==> config.mk <==
export PLATFORM = sky130hd
export DESIGN_NAME = dilated_tap_buffer_flat
export DESIGN_NICKNAME = d
export VERILOG_FILES = /design/src/rtl/dilated_tap_buffer_pkg.sv /design/src/rtl/dilated_tap_buffer_if.sv /design/src/rtl/dilated_tap_buffer_circular_sample_buffer.sv /design/src/rtl/dilated_tap_buffer.sv /design/src/flat_wrapper.sv
export SDC_FILE = /design/constraint.sdc
export NUM_CORES = 2
export LEC_CHECK = 0
export ABC_AREA = 1
export CAP_MARGIN = 20
export CORE_MARGIN = 1.5
export CORE_UTILIZATION = 50
export DETAILED_ROUTE_END_ITERATION = 10
export PLACE_DENSITY = 0.74
export REMOVE_ABC_BUFFERS = 1
export SETUP_SLACK_MARGIN = 0.2
export SLEW_MARGIN = 20
export SYNTH_ARGS = -nofsm -noshare
export SYNTH_HDL_FRONTEND = slang
export SYNTH_SLANG_ARGS = --single-unit
==> constraint.sdc <==
create_clock -name clk -period 51.4 [get_ports clk]
set_input_delay 10.28 -clock clk [delete_from_list [all_inputs] [get_ports clk]]
set_output_delay 10.28 -clock clk [all_outputs]
set_load 0.03 [all_outputs]
==> src/rtl/dilated_tap_buffer_pkg.sv <==
// Shared constants, sample type and FSM encoding for the dilated tap buffer.
package dilated_tap_buffer_pkg;
    localparam int unsigned W        = 16;
    localparam int unsigned D        = 8;
    localparam int unsigned NUM_TAPS = 4;
    localparam int unsigned SAMPLE_W = D * W;

    typedef logic signed [SAMPLE_W-1:0] sample_t;

    typedef enum logic [1:0] {
        ST_IDLE   = 2'd0,
        ST_GATHER = 2'd1,
        ST_EMIT   = 2'd2
    } state_t;

    // Distance in samples between tap j and the newest sample.
    function automatic int unsigned tap_lag(input int unsigned j, input int unsigned dil);
        return (NUM_TAPS - 1 - j) * dil;
    endfunction
endpackage

==> src/rtl/dilated_tap_buffer_if.sv <==
// Sample-in / taps-out bundle between the producer and the tap buffer.
interface dilated_tap_buffer_if;
    import dilated_tap_buffer_pkg::*;

    sample_t packed_in;
    logic    in_v;
    logic    busy;
    sample_t packed_a0;
    sample_t packed_a1;
    sample_t packed_a2;
    sample_t packed_a3;
    logic    out_v;
    logic    overrun;

    modport master (
        output packed_in, in_v,
        input  busy, packed_a0, packed_a1, packed_a2, packed_a3, out_v, overrun
    );

    modport slave (
        input  packed_in, in_v,
        output busy, packed_a0, packed_a1, packed_a2, packed_a3, out_v, overrun
    );
endinterface

==> src/rtl/dilated_tap_buffer_circular_sample_buffer.sv <==
// Circular sample store: one write port, four registered read ports with per-port zero force.
module circular_sample_buffer
    import dilated_tap_buffer_pkg::*;
#(
    parameter int unsigned DEPTH = 4,
    parameter int unsigned WIDTH = SAMPLE_W
) (
    input  logic                       clk,
    input  logic                       rst,
    input  logic                       we,
    input  logic [$clog2(DEPTH)-1:0]   waddr,
    input  logic [WIDTH-1:0]           wdata,
    input  logic                       re,
    input  logic [$clog2(DEPTH)-1:0]   raddr [NUM_TAPS],
    input  logic [NUM_TAPS-1:0]        zero,
    output logic [WIDTH-1:0]           rdata [NUM_TAPS]
);
    logic [WIDTH-1:0] mem_q   [DEPTH];
    logic [WIDTH-1:0] rdata_q [NUM_TAPS];
    logic [WIDTH-1:0] rdata_d [NUM_TAPS];

    // Storage is deliberately unreset so it can map onto distributed RAM.
    always_ff @(posedge clk) begin
        if (we) begin
            mem_q[waddr] <= wdata;
        end
    end

    always_comb begin
        rdata_d = rdata_q;
        if (re) begin
            for (int j = 0; j < int'(NUM_TAPS); j++) begin
                rdata_d[j] = zero[j] ? '0 : mem_q[raddr[j]];
            end
        end
    end

    always_ff @(posedge clk or posedge rst) begin
        if (rst) begin
            for (int j = 0; j < int'(NUM_TAPS); j++) begin
                rdata_q[j] <= '0;
            end
        end else begin
            rdata_q <= rdata_d;
        end
    end

    assign rdata = rdata_q;
endmodule

==> src/rtl/dilated_tap_buffer.sv <==
// Streaming activation cache presenting four dilated time taps to conv1d.
// Optional causal zero padding during warm-up under `define TAP_ZERO_PAD_EN.
module dilated_tap_buffer
    import dilated_tap_buffer_pkg::*;
#(
    parameter int unsigned DILATION = 1
) (
    input  logic                 clk,
    input  logic                 rst,
    dilated_tap_buffer_if.slave  bus
);
    localparam int unsigned DEPTH = 3 * DILATION + 1;
    localparam int unsigned AW    = $clog2(DEPTH);
    localparam int unsigned CW    = $clog2(DEPTH + 1);

    state_t          state_q,    state_d;
    logic [AW-1:0]   wr_ptr_q,   wr_ptr_d;
    logic [CW-1:0]   fill_cnt_q, fill_cnt_d;
    logic            busy_q,     busy_d;
    logic            out_v_q,    out_v_d;
    logic            overrun_q,  overrun_d;

    logic                we;
    logic                re;
    logic                emit_ok;
    logic [AW-1:0]       raddr [NUM_TAPS];
    logic [NUM_TAPS-1:0] zero;
    logic [SAMPLE_W-1:0] rdata [NUM_TAPS];

    // Tap addresses: add DEPTH first so the modular subtraction never goes negative.
    always_comb begin
        for (int j = 0; j < int'(NUM_TAPS); j++) begin
            int unsigned lag;
            int unsigned sum;
            lag = tap_lag(32'(j), DILATION);
            sum = 32'(wr_ptr_q) + DEPTH - lag;
            if (sum >= DEPTH) begin
                sum = sum - DEPTH;
            end
            raddr[j] = AW'(sum);
`ifdef TAP_ZERO_PAD_EN
            zero[j] = (lag >= 32'(fill_cnt_q));
`else
            zero[j] = 1'b0;
`endif
        end
`ifdef TAP_ZERO_PAD_EN
        emit_ok = 1'b1;
`else
        emit_ok = (fill_cnt_q == CW'(DEPTH));
`endif
    end

    // Next-state and control.
    always_comb begin
        state_d    = state_q;
        wr_ptr_d   = wr_ptr_q;
        fill_cnt_d = fill_cnt_q;
        busy_d     = busy_q;
        out_v_d    = out_v_q;
        overrun_d  = overrun_q;
        we         = 1'b0;
        re         = 1'b0;

        case (state_q)
            ST_IDLE: begin
                if (bus.in_v) begin
                    we      = 1'b1;
                    busy_d  = 1'b1;
                    state_d = ST_GATHER;
                    if (fill_cnt_q != CW'(DEPTH)) begin
                        fill_cnt_d = fill_cnt_q + CW'(1);
                    end
                end
            end
            ST_GATHER: begin
                re       = emit_ok;
                out_v_d  = emit_ok;
                wr_ptr_d = (wr_ptr_q == AW'(DEPTH - 1)) ? '0 : wr_ptr_q + AW'(1);
                if (bus.in_v) begin
                    overrun_d = 1'b1;
                end
                state_d  = ST_EMIT;
            end
            ST_EMIT: begin
                out_v_d = 1'b0;
                busy_d  = 1'b0;
                state_d = ST_IDLE;
                // Back-to-back accept keeps throughput at one sample per two cycles.
                if (bus.in_v) begin
                    we      = 1'b1;
                    busy_d  = 1'b1;
                    state_d = ST_GATHER;
                    if (fill_cnt_q != CW'(DEPTH)) begin
                        fill_cnt_d = fill_cnt_q + CW'(1);
                    end
                end
            end
            default: begin
                state_d = ST_IDLE;
            end
        endcase
    end

    always_ff @(posedge clk or posedge rst) begin
        if (rst) begin
            state_q    <= ST_IDLE;
            wr_ptr_q   <= '0;
            fill_cnt_q <= '0;
            busy_q     <= 1'b0;
            out_v_q    <= 1'b0;
            overrun_q  <= 1'b0;
        end else begin
            state_q    <= state_d;
            wr_ptr_q   <= wr_ptr_d;
            fill_cnt_q <= fill_cnt_d;
            busy_q     <= busy_d;
            out_v_q    <= out_v_d;
            overrun_q  <= overrun_d;
        end
    end

    circular_sample_buffer #(
        .DEPTH (DEPTH),
        .WIDTH (SAMPLE_W)
    ) u_buf (
        .clk   (clk),
        .rst   (rst),
        .we    (we),
        .waddr (wr_ptr_q),
        .wdata (bus.packed_in),
        .re    (re),
        .raddr (raddr),
        .zero  (zero),
        .rdata (rdata)
    );

    assign bus.packed_a0 = rdata[0];
    assign bus.packed_a1 = rdata[1];
    assign bus.packed_a2 = rdata[2];
    assign bus.packed_a3 = rdata[3];
    assign bus.busy      = busy_q;
    assign bus.out_v     = out_v_q;
    assign bus.overrun   = overrun_q;
endmodule

==> src/flat_wrapper.sv <==
// flat-port wrapper written by rule: the top's interface ports become plain ports
module dilated_tap_buffer_flat import dilated_tap_buffer_pkg::*;
#(
    parameter int unsigned DILATION = 1
)
  (clk, rst, bus_packed_in, bus_in_v, bus_busy, bus_packed_a0, bus_packed_a1, bus_packed_a2, bus_packed_a3, bus_out_v, bus_overrun);
  dilated_tap_buffer_if bus_i ();
  input  logic clk;
  input  logic rst;
  input wire logic [$bits(bus_i.packed_in)-1:0] bus_packed_in;
  input wire logic [$bits(bus_i.in_v)-1:0] bus_in_v;
  output wire logic [$bits(bus_i.busy)-1:0] bus_busy;
  output wire logic [$bits(bus_i.packed_a0)-1:0] bus_packed_a0;
  output wire logic [$bits(bus_i.packed_a1)-1:0] bus_packed_a1;
  output wire logic [$bits(bus_i.packed_a2)-1:0] bus_packed_a2;
  output wire logic [$bits(bus_i.packed_a3)-1:0] bus_packed_a3;
  output wire logic [$bits(bus_i.out_v)-1:0] bus_out_v;
  output wire logic [$bits(bus_i.overrun)-1:0] bus_overrun;
  assign bus_i.packed_in = bus_packed_in;
  assign bus_i.in_v = bus_in_v;
  assign bus_busy = bus_i.busy;
  assign bus_packed_a0 = bus_i.packed_a0;
  assign bus_packed_a1 = bus_i.packed_a1;
  assign bus_packed_a2 = bus_i.packed_a2;
  assign bus_packed_a3 = bus_i.packed_a3;
  assign bus_out_v = bus_i.out_v;
  assign bus_overrun = bus_i.overrun;
  dilated_tap_buffer #(.DILATION(DILATION)) u_core (.clk(clk), .rst(rst), .bus(bus_i));
endmodule
### After elaboration in Yosys (flattened, before gate mapping)

Memory sizes are Yosys's and may differ from the RTL's. A register that Yosys moved wholly into a read port is not among the register bits.
Cells that the tools add are included.

* $lt $le $gt $ge: 4
* reduce and logical (&&, ||, !) cells: 7
* mux-type cells: 16
* $add $sub $neg: 10
* equality and inequality tests: 6

Operators by type and width (count)
* greater-or-equal comparator 32 x 3 -> 1 bit (second input constant): 3
* 2-to-1 mux 2 bit: 6
* subtractor 4 x 2 -> 5 bit (second input constant): 2
* subtractor 2 x 1 -> 2 bit (second input constant): 4
* 2-to-1 mux 1 bit: 7
* case mux 2 bit (3 select lines): 1
* subtractor 4 x 1 -> 5 bit (second input constant): 1
* adder 2 x 3 -> 4 bit (second input constant): 1
* == test 2 bit (second input constant): 2
* greater-or-equal comparator 4 x 3 -> 1 bit (second input constant): 1
* case mux 1 bit (2 select lines): 2
* AND reduction 2 bit: 2
* nonzero test 2 bit: 2
* adder 3 x 1 -> 3 bit (second input constant): 1
* == test 3 bit (second input constant): 1
* inequality test 3 bit (second input constant): 1
* AND reduction 3 bit: 1
* adder 2 x 1 -> 2 bit (second input constant): 1
* == test 2 x 1 -> 1 bit (second input constant): 1
* logical NOT 2 bit: 1
* inequality test 2 bit (second input constant): 1
* OR reduction 2 bit: 1

* bits in registers: 10
* memories kept: 1
* word-level logic and storage cells: 50
* input port bits: 131
* output and inout bits: 515
* bits in writable memories: 512

Memories
* u_core.u_buf.mem_q: depth 4, bits a word 128, read ports 4, clocked after memory_dff 4, wr ports 1, RTL line dilated_tap_buffer_circular_sample_buffer.sv:18 `logic [WIDTH-1:0] mem_q [DEPTH];`

### Depth between registers and ports, before layout

* depth in word-level cells: 5
* gate-level depth with buffers: 12
* depth with buffers taken out: 8

### By module

Synthesis repeated with hierarchy kept, for this count alone.

* cells, all modules: 6176
* area total of the unflattened synthesis: 51269.2 um^2

By module, submodules not included
* circular_sample_buffer: sequential area each 28187.0 um^2, area an instance 50707.4 um^2, times used 1, cells each 6106
* dilated_tap_buffer: sequential area each 250.2 um^2, area an instance 561.8 um^2, times used 1, cells each 70

### Worst setup path after synthesis

OpenSTA, ideal clock, no wires.

* path type: in2reg
* start: input port bus_in_v
* end: memory u_core.u_buf.mem_q[0][0] (netlist name), enable pin
* arrival time: 15692 ps
* path buffers: 0
* setup time: 616 ps
* cell stages on the path: 2
* slack: 35091 ps
* required time: 50784 ps
* cell sequence: nand2_1 nor2_1

* cells in the longest elaborated chain, start to end: 4

Ends and longest elaborated chain
* from (decl): RTL line flat_wrapper.sv:11 `input wire logic [$bits(bus_i.in_v)-1:0] bus_in_v;`
* 2-to-1 mux 1 bit: RTL line dilated_tap_buffer.sv:67, dilated_tap_buffer.sv:90
* 2-to-1 mux 1 bit
* 2-to-1 mux 1 bit: RTL line dilated_tap_buffer_circular_sample_buffer.sv:24 `if (we) begin`
* 2-to-1 mux 1 bit (not written as such): RTL line dilated_tap_buffer_circular_sample_buffer.sv:25 `mem_q[waddr] <= wdata;`
* to (decl): RTL line dilated_tap_buffer_circular_sample_buffer.sv:18

No other way between the ends.

==> flow_summary.yaml <==
clocking:
  hold_buffers: 0
  clock_sinks: 1034
  cts_buffer_depth: 3
  htreeDepth: 3
  cts_resized: 0
  cts_tree: "built"
  path_clk_slew_ns: 0.06
  cts_setup_buffers: 0
  cts_buffers: 104
  clock_latency_ns: 0.70
  cts_root_buffer: "clkbuf_16"
routing:
  drc: 0
  via_per_inst: 5.754
  routedWlPerCell_um: 19.72
  ant_nets: 0
  totalWireLength_um: 133300
  drt_iter0_markers: 4028
  vias: 38883
  drt_first_pass_iters: 8
sta:
  tns_ns: 0
  post-route-min-period_ns: 12.77
  clock.fmax_ghz: 0.07832
  max-slew-margin-rel_pct: 23.53
  finalSetupViolCount: 0
  fin_skew_ns: 0.01825
  fin_crit_sh_pct: 24.84
  rsz0062_at_grt: "no"
  tightest_slew_ns: 1.147
  finalMaxSlewViolations: 0
  hold_violations: 0
final_layout:
  drive_gt1_share_pct: 4.024
  fin_nets: 5620
  n_fill_cell: 7253
  final_cell_area_mm2: 0.05620
  area_delta_synth_final_pct: 22.94
min_path:
  min_from: "u_core.u_buf.rdata[437]$_DFFE_PP0P_"
  hp-class: "flop to flop"
  hold_depth: 2
  worstHoldEndpoint: "u_core.u_buf.rdata[437]$_DFFE_PP0P_"
synth:
  async_flop_share_pct: 50.48
  yosysMostFrequentCell: "nand2_1"
  syn-cell-area_mm2: 0.04572
  synth-seq-cells: 1034
  yosys-top-cells-count: "2064 x nand2_1, 1538 x nand3_1, 522 x dfrtp_1"
  synth_edf_count: 512
  synthTopCellsByArea: "edfxtp_1 34%, dfrtp_1 29%, nand2_1 17%, nand3_1 17%, buf_2 2.0%"
  yosysSeqAreaShare_pct: 62.21
  syn_area_per_cell_um2: 9.099
  syn_inst: 5024
  yosys_warnings: 0
  yosysTopAreaCell: "edfxtp_1"
  synth_top_area_share_pct: 33.63
  ys_types: 19
  ys.flop_type: "dfrtp_1"
global_routing:
  grt_overflow_total: 0
  met1_usage_pct: 36.49
  grt_pass1_vias: 37640
  grt_usage_pct: 28.34
  use_met2_pct: 46.14
  busiest_layer: "met2"
  grt_max_degree: 233
  met3_usage_pct: 5.331
  grt_pass1_wl_um: 207300
  antenna_found_initial: 21
die:
  start_util_pct: 50.63
  ios: 646
  core_area_mm2: 0.09029
  dieWidth_um: 305.4
  num_rows: 110
  die_h_um: 305.4
  die_area_mm2: 0.09325
setup_path:
  worstSetupPathType: "input pin to async pin"
  worstReg2RegStart: "u_core.wr_ptr_q[0]$_DFFE_PP0P_"
  critical_path_arrival_ns: 13.51
  cp_common_cell: "buf_4"
  crit_buf_inv: 5
  start_kind: "input pin"
  crit_slowest_cell: "buf_4"
  rrSetupSlack_ns: 46.53
  crit_family: "buffers and inverters"
  worstReg2RegEnd: "u_core.u_buf.rdata[432]$_DFFE_PP0P_"
  cp.required_ns: 52.14
  worst_r2r_path_depth: 8
  endpoint_kind: "async pin"
  crit_fanout: 134
  slowest_delay_ns: 0.75
  cp_cell_sequence: "clkdlybuf4s50_1, inv_8, buf_4, buf_12, buf_4"
pwr:
  power.density_mw_per_mm2: 69.66
  leakagePower_nw: 24.62
  ir_worst_vdd_uv: 84.04
  totalPowerFinal_mw: 3.915
run:
  maxCapViolCount: 0
placed_design:
  dpl-instance-area_mm2: 0.05256
  place.gp.congestion: 0.8477
  port_buffers: 645
  dp_hpwl_um: 81900
run_status:
  status: "finished, final reports clean"
-- per-stage QoR --
step | utilization, % | setup slack, ns | std cells | hold WS, ns
floorplan | - | 13.99 | 4684 | 0.4744
global placement | 58.22 | 37.85 | 6548 | 0.4639
detailed placement | 58.22 | 37.82 | 6548 | 0.4641
CTS | 62.20 | 38.57 | 6743 | 0.4812
global route | 62.24 | 38.21 | 6755 | 0.4940
finish | 62.25 | 38.63 | 6758 | 0.4751
-- worst max-delay path by stage --
stage                                                endpoint  cells after the start                            from  slack (ns)
after floorplan           u_core.u_buf.rdata[128]$_DFFE_PP0P_                      6  u_core.wr_ptr_q[0]$_DFFE_PP0P_       13.99
after global placement    u_core.u_buf.rdata[223]$_DFFE_PP0P_                      5                             rst       37.85
after detailed placement  u_core.u_buf.rdata[157]$_DFFE_PP0P_                      5                             rst       37.82
after CTS                 u_core.u_buf.rdata[178]$_DFFE_PP0P_                      5                             rst       38.57
after global routing      u_core.u_buf.rdata[158]$_DFFE_PP0P_                      5                             rst       38.21
final                      u_core.u_buf.rdata[30]$_DFFE_PP0P_                      5                             rst       38.63
-- layout by cell type (no fill, tap or decap), types with 16 or more instances in the layout --
master           count
buf_4               38
nand3_1           1538
clkdlybuf4s50_1    645
clkbuf_8            22
edfxtp_1           512
clkbuf_16          105
clkbuf_1            20
dfrtp_1            520
nand2_1           2064
clkinv_2            16
-- final cells by class --
class                   instances  area [µm²]  share of cell area [%]
diodes                         15       37.54                 0.06679
flip-flops and latches       1034       28440                   50.61
repair buffers                688        6824                   12.14
inverters                      20       112.6                  0.2004
well taps                    1176        1471                   2.618
clock inverters                48       586.8                   1.044
clock buffers                 147        3005                   5.348
multi-input cells            3630       15720                   27.97
-- state kept, by name, summed over array words and instances (netlist names) --
signal	cells
u_core.fill_cnt_q	3
u_core.state_q	2
u_core.u_buf.rdata	512
u_core.bus.out_v	1
u_core.u_buf.mem_q	512
u_core.bus.overrun	1
u_core.bus.busy	1
u_core.wr_ptr_q	2
-- report_power, final --
group          total [mW]  internal [mW]  switching, mW
clock               0.787          0.463          0.323
combinational        1.83          0.606           1.22
sequential           1.30           1.12          0.176
total                3.91           2.19           1.72
-- worst register-to-register path: cells and delay by family, from the launching register on --
| kind | cells | cell delay [ns] |
|---|---|---|
| DFF | 1 | 0.74 |
| and+or+nand+nor | 4 | 0.63 |
| buffers and inverters | 4 | 3.44 |
-- cell families after synthesis --
family	count (synthesis)	synth area share, %
xor gates and xnor gates	1	0.01916
DFF	1034	62.21
AOI/OAI and AO/OA	9	0.1067
buffers and inverters	360	3.503
and+or+nand+nor	3609	33.86
adders and majority gates	11	0.3011
-- metal layers --
layer	wire length (µm)	share of wire (%)
met5	111	0.083
met1	51660	39
met3	11440	8.6
met2	63950	48
met4	6139	4.6
No activity file was read; power rests on OpenSTA's default activity.
